### config.mk
export PLATFORM = sky130hd
export DESIGN_NAME = multi_button_counter
export DESIGN_NICKNAME = d
export VERILOG_FILES = /design/src/rtl/multi_button_counter.sv
export SDC_FILE = /design/constraint.sdc
export NUM_CORES = 1
export LEC_CHECK = 0
export BUFFER_PORTS_ARGS = -buffer_cell sky130_fd_sc_hd__buf_2
export CORE_AREA = 2 2 108 110
export CTS_CLUSTER_SIZE = 12
export DETAILED_ROUTE_END_ITERATION = 6
export DIE_AREA = 0 0 110 112
export SLEW_MARGIN = 20
export SYNTH_ARGS = -nofsm -noshare
export SYNTH_HDL_FRONTEND = slang
export SYNTH_SLANG_ARGS = --single-unit
export TNS_END_PERCENT = 30
### constraint.sdc
create_clock -name CLK_I -period 4.79 [get_ports CLK_I]
set_clock_uncertainty 0.1 [all_clocks]
set_input_delay 0.2395 -clock CLK_I [delete_from_list [all_inputs] [get_ports CLK_I]]
set_output_delay 0.2395 -clock CLK_I [all_outputs]
set_load 0.01 [all_outputs]
### src/rtl/multi_button_counter.sv
// multi_button_counter
//   N-channel push-button front end. Each channel runs through a 2-FF
//   synchroniser, a tick-sampled debouncer, an edge detector and an event
//   counter. One tick generator shared by all channels sets the debounce
//   sampling rate.
//
// Ports
//   CLK_I     system clock
//   RST_I     synchronous, active-high reset (priority over all inputs)
//   BUT_I     [N_CH]        raw asynchronous button inputs
//   CLR_I     [N_CH]        per-channel clear of count and overflow flag
//   LEVEL_O   [N_CH]        debounced button level
//   EDGE_O    [N_CH]        one-cycle pulse on a counted edge of LEVEL_O
//   CNTVAL_O  [N_CH*CNT_W]  packed counts, channel k at [k*CNT_W +: CNT_W]
//   OV_O      [N_CH]        sticky wrap/saturation flag
//
// All outputs come straight from flops. There is no combinational path
// from any input to any output.
module multi_button_counter #(
  parameter int   N_CH      = 4,
  parameter int   CNT_W     = 8,
  parameter int   TICK_DIV  = 250000,
  parameter int   STABLE_N  = 4,
  parameter int   EDGE_MODE = 0,
  parameter int   SAT_MODE  = 0,
  parameter logic IDLE_LVL  = 1'b1
) (
  input  logic                    CLK_I,
  input  logic                    RST_I,
  input  logic [N_CH-1:0]         BUT_I,
  input  logic [N_CH-1:0]         CLR_I,
  output logic [N_CH-1:0]         LEVEL_O,
  output logic [N_CH-1:0]         EDGE_O,
  output logic [N_CH*CNT_W-1:0]   CNTVAL_O,
  output logic [N_CH-1:0]         OV_O
);

  localparam int TICK_W = (TICK_DIV > 1) ? $clog2(TICK_DIV) : 1;
  localparam logic [TICK_W-1:0] TICK_LAST = TICK_W'(TICK_DIV - 1);
  // STABLE_N is at most 15, so the run counter never needs more than 4 bits.
  localparam logic [3:0]        STAB_LAST = 4'(STABLE_N - 1);
  localparam logic [CNT_W-1:0]  CNT_MAX   = {CNT_W{1'b1}};

  logic [TICK_W-1:0] tick_q, tick_d;
  logic              tick;

  logic [N_CH-1:0]   s1_q, s1_d;
  logic [N_CH-1:0]   s2_q, s2_d;
  logic [N_CH-1:0]   level_q, level_d;
  logic [N_CH-1:0]   edge_q, edge_d;
  logic [N_CH-1:0]   ov_q, ov_d;
  logic [3:0]        stab_q [N_CH];
  logic [3:0]        stab_d [N_CH];
  logic [CNT_W-1:0]  cnt_q  [N_CH];
  logic [CNT_W-1:0]  cnt_d  [N_CH];

  always_comb begin
    tick   = (tick_q == TICK_LAST);
    tick_d = tick ? '0 : tick_q + 1'b1;
  end

  always_comb begin
    s1_d    = BUT_I;
    s2_d    = s1_q;
    level_d = level_q;
    edge_d  = '0;
    ov_d    = ov_q;
    for (int k = 0; k < N_CH; k++) begin
      stab_d[k] = stab_q[k];
      cnt_d[k]  = cnt_q[k];

      // Debounce: the run counter tracks how many consecutive tick samples
      // disagreed with the accepted level; any agreeing sample restarts it.
      if (tick) begin
        if (s2_q[k] == level_q[k]) begin
          stab_d[k] = '0;
        end else if (stab_q[k] == STAB_LAST) begin
          level_d[k] = s2_q[k];
          stab_d[k]  = '0;
        end else begin
          stab_d[k] = stab_q[k] + 4'd1;
        end
      end

      // Edge is judged on the level transition being registered this cycle,
      // so EDGE_O rises together with the new LEVEL_O value.
      if (EDGE_MODE == 0) begin
        edge_d[k] = level_q[k] & ~level_d[k];
      end else if (EDGE_MODE == 1) begin
        edge_d[k] = ~level_q[k] & level_d[k];
      end else begin
        edge_d[k] = level_q[k] ^ level_d[k];
      end

      // Clear beats a coincident counted edge; the edge pulse still goes out.
      if (CLR_I[k]) begin
        cnt_d[k] = '0;
        ov_d[k]  = 1'b0;
      end else if (edge_d[k]) begin
        if (cnt_q[k] == CNT_MAX) begin
          ov_d[k] = 1'b1;
          if (SAT_MODE == 0) begin
            cnt_d[k] = '0;
          end
        end else begin
          cnt_d[k] = cnt_q[k] + 1'b1;
        end
      end
    end
  end

  always_ff @(posedge CLK_I) begin
    if (RST_I) begin
      tick_q  <= '0;
      s1_q    <= {N_CH{IDLE_LVL}};
      s2_q    <= {N_CH{IDLE_LVL}};
      level_q <= {N_CH{IDLE_LVL}};
      edge_q  <= '0;
      ov_q    <= '0;
      for (int k = 0; k < N_CH; k++) begin
        stab_q[k] <= '0;
        cnt_q[k]  <= '0;
      end
    end else begin
      tick_q  <= tick_d;
      s1_q    <= s1_d;
      s2_q    <= s2_d;
      level_q <= level_d;
      edge_q  <= edge_d;
      ov_q    <= ov_d;
      for (int k = 0; k < N_CH; k++) begin
        stab_q[k] <= stab_d[k];
        cnt_q[k]  <= cnt_d[k];
      end
    end
  end

  always_comb begin
    CNTVAL_O = '0;
    for (int k = 0; k < N_CH; k++) begin
      CNTVAL_O[k*CNT_W +: CNT_W] = cnt_q[k];
    end
  end

  assign LEVEL_O = level_q;
  assign EDGE_O  = edge_q;
  assign OV_O    = ov_q;

endmodule
==> impl_metrics.csv <==
group,metric,value,unit
logic_synthesis,ys_warn_count,0,
logic_synthesis,synth_compound_area_share,12.6,%
final_layout,seqCellArea,0.00172,mm2
worst_setup_path,cp_max_fo,21,
logic_synthesis,yosysTopAreaCell,"dfxtp_1",
worst_setup_path,cp-end-kind,"register",
place,gp_congestion,0.767,
sta,tightest_slew,0.677,ns
final_layout,multiInputGateArea,0.00204,mm2
logic_synthesis,synth_cells,454,
logic_synthesis,synth-xor-area-share,6.36,%
worst_setup_path,cp_slowest_cell,"nand2b_1",
power_and_ir_drop,p_leak,1.63,nW
global_routing,grtUsageTotal,15.2,%
clock_network,clk_pin_slew,0.06,ns
die,core_region_area,0.0112,mm2
worst_setup_path,cpPeakStageDelay,0.65,ns
logic_synthesis,synthMuxAreaShare,0.778,%
logic_synthesis,synth_ff_type,"dfxtp_1",
logic_synthesis,synth-simple-area-share,30.1,%
worst_setup_path,arrival,3.25,ns
worst_setup_path,crit_chain,"nor4b_1 -> and3_1 -> nand2_1 -> nand2b_1 -> nor2_1",
die,fp.dieH,112,um
clock_network,clock_path_buffers,2,
die,ioPinCount,54,
place,portBuffers,53,
die,fp-row-count,39,
final_layout,area_delta_synth_final,18.2,%
outcome,status,"complete, no violations",
logic_synthesis,synth_edf_count,0,
sta,finalHoldViolCount,0,
flow_run,max-cap-violations,0,
sta,slew_violations,0,
logic_synthesis,yosys.area.top_type_share,44.6,%
drt,drt-total-wl,8760,um
logic_synthesis,yosysSeqAreaShare,44.6,%
logic_synthesis,synth.distinct_cells,46,
drt,num_vias,3382,
final_layout,nFillCells,1118,
logic_synthesis,syn_nets,473,
global_routing,grt_overflow,0,
global_routing,antenna_found_initial,0,
global_routing,grt_pass1_wl,15100,um
power_and_ir_drop,finalPower,1.40,mW
final_layout,final_util,40.8,%
clock_network,post_cts_resized,0,
clock_network,cts_tree,"built",
sta,fmax,318,MHz
die,die_w,110,um
logic_synthesis,synth.cell_area,0.00386,mm2
worst_setup_path,critical_path_required,4.89,ns
drt,drt_iter0_drc,200,
final_layout,nets,524,
place,dp_hpwl,6180,um
worst_setup_path,path_class,"reg -> reg",
logic_synthesis,avgSynthCellArea,8.50,um2
clock_network,clock_sinks,86,
min_path,hold_class,"in -> reg",
logic_synthesis,ys_seq_elements,86,
global_routing,grt_pass1_vias,3261,
clock_network,htreeDepth,3,
drt,detail-route-antenna-nets,0,
sta,min_period,3.15,ns
logic_synthesis,synth.most_common_cell,"dfxtp_1",
clock_network,cts_root_buf,"clkbuf_16",
logic_synthesis,async_flop_share,0,%
die,die-area,0.0123,mm2
final_layout,drive_above_1_share,17.6,%
logic_synthesis,yosys-top-cells-area,"dfxtp_1 45%, nor2_1 5.2%, a21oi_1 4.4%",
sta,setup_viol,0,
drt,wire_per_inst,13.4,um
final_layout,antenna_cells,0,
logic_synthesis,synth_top_family_by_area,"simple AND/OR/NAND/NOR gates",
logic_synthesis,ys_top_cells_by_count,"86 x dfxtp_1, 53 x nor2_1, 37 x nand2_1",
sta,max_slew_margin,54.5,%
power_and_ir_drop,p_per_area,307,mW/mm2
drt,firstDrtPassIters,4,
power_and_ir_drop,max-vdd-ir-drop,0.212,mV
clock_network,numCtsBuffers,9,
sta,rsz0062_at_grt,"false",
worst_setup_path,critPathLaunchType,"register",
sta,finalSetupTns,0,ns
sta,finalCritPeriodShare,65.7,%
drt,drc,0,
global_routing,grt_max_degree,38,
die,start_util,34.5,%
logic_synthesis,yosys.area_share.adder,2.92,%
clock_network,clock_latency,0.34,ns
drt,viasPerCell,5.18,
cell type report:
class,count,area share [%]
clock buffers,10,5.02
clock inverters,6,1.02
inverters,7,0.576
multi-input cells,342,44.7
flip-flops and latches,86,37.8
well taps,143,3.92
repair buffers,59,7.03
timing repair:
action / CTS / global route
buffers inserted: 0 / 0
hold buffers: 4 / 0
endpoints found under the hold margin: 4 / 0
cells by family (layout without fill, tap and decap cells):
logic type,after synthesis,in the layout
simple gates,220,220
flops,86,86
xor+xnor,28,28
compound gates,82,82
buf+inv,26,82
mux,3,3
fa+ha+maj,9,9
stage by stage:
step | hold slack (ns) | std cells | worst slack [ns] | area, um2
6_report | 0.111 | 653 | 1.64 | 4560
2_1_floorplan | 0.243 | 454 | 2.16 | 3860
5_1_grt | 0.115 | 653 | 1.27 | 4560
3_3_place_gp | 0.294 | 633 | 1.78 | 4240
4_1_cts | 0.108 | 653 | 1.65 | 4560
3_5_place_dp | 0.301 | 633 | 1.66 | 4240
metal layers:
metal / vias up / track usage [%] / part of all wire, %
li1: 1716 / - / -
met1: 1582 / 19.5 / 47
met2: 75 / 24.6 / 47
met3: 9 / 4.63 / 4.6
met4: 0 / 4.14 / 1.0
met5: - / 0 / 0
state kept, by name, summed over array words and instances, names as in the netlist:
signal and count:
cnt_q 32, tick_q 18, stab_q 16, EDGE_O 4, LEVEL_O 4, OV_O 4
s1_q 4, s2_q 4
worst paths after layout:
kind	from	end	slack (ns)	cells after the start
max	tick_q[5]	tick_q[12]	1.64	5
min	CLR_I[2]	cnt_q[2][7]	0.11	3
max reg2reg	tick_q[5]	tick_q[12]	1.64	5
min reg2reg	s1_q[2]	s2_q[2]	0.31	1
critical path: cells and delay by family, from the launching register on:
family           cells  cell delay (ns)
and+or+nand+nor      5             2.54
DFF                  1             0.36
report_power, final:
part | switching (mW) | total [mW] | internal (mW)
clock network | 0.290 | 0.644 | 0.354
registers | 0.00380 | 0.724 | 0.720
logic | 0.0181 | 0.0306 | 0.0124
total | 0.312 | 1.40 | 1.09
placed cells by master (no fill, tap or decap), drive strengths merged, types with 11 or more instances in the layout:
master | Yosys | final
xnor2 | 11 | 11
xor2 | 17 | 17
nand4 | 12 | 12
o21ai | 22 | 22
nand3 | 26 | 26
nor3 | 11 | 11
nand2 | 37 | 37
nor2 | 53 | 53
or3 | 13 | 13
dfxtp | 86 | 86
buf | 4 | 55
a21oi | 34 | 34
or2 | 16 | 16
Note: power is estimated with default switching activity, not from simulation.
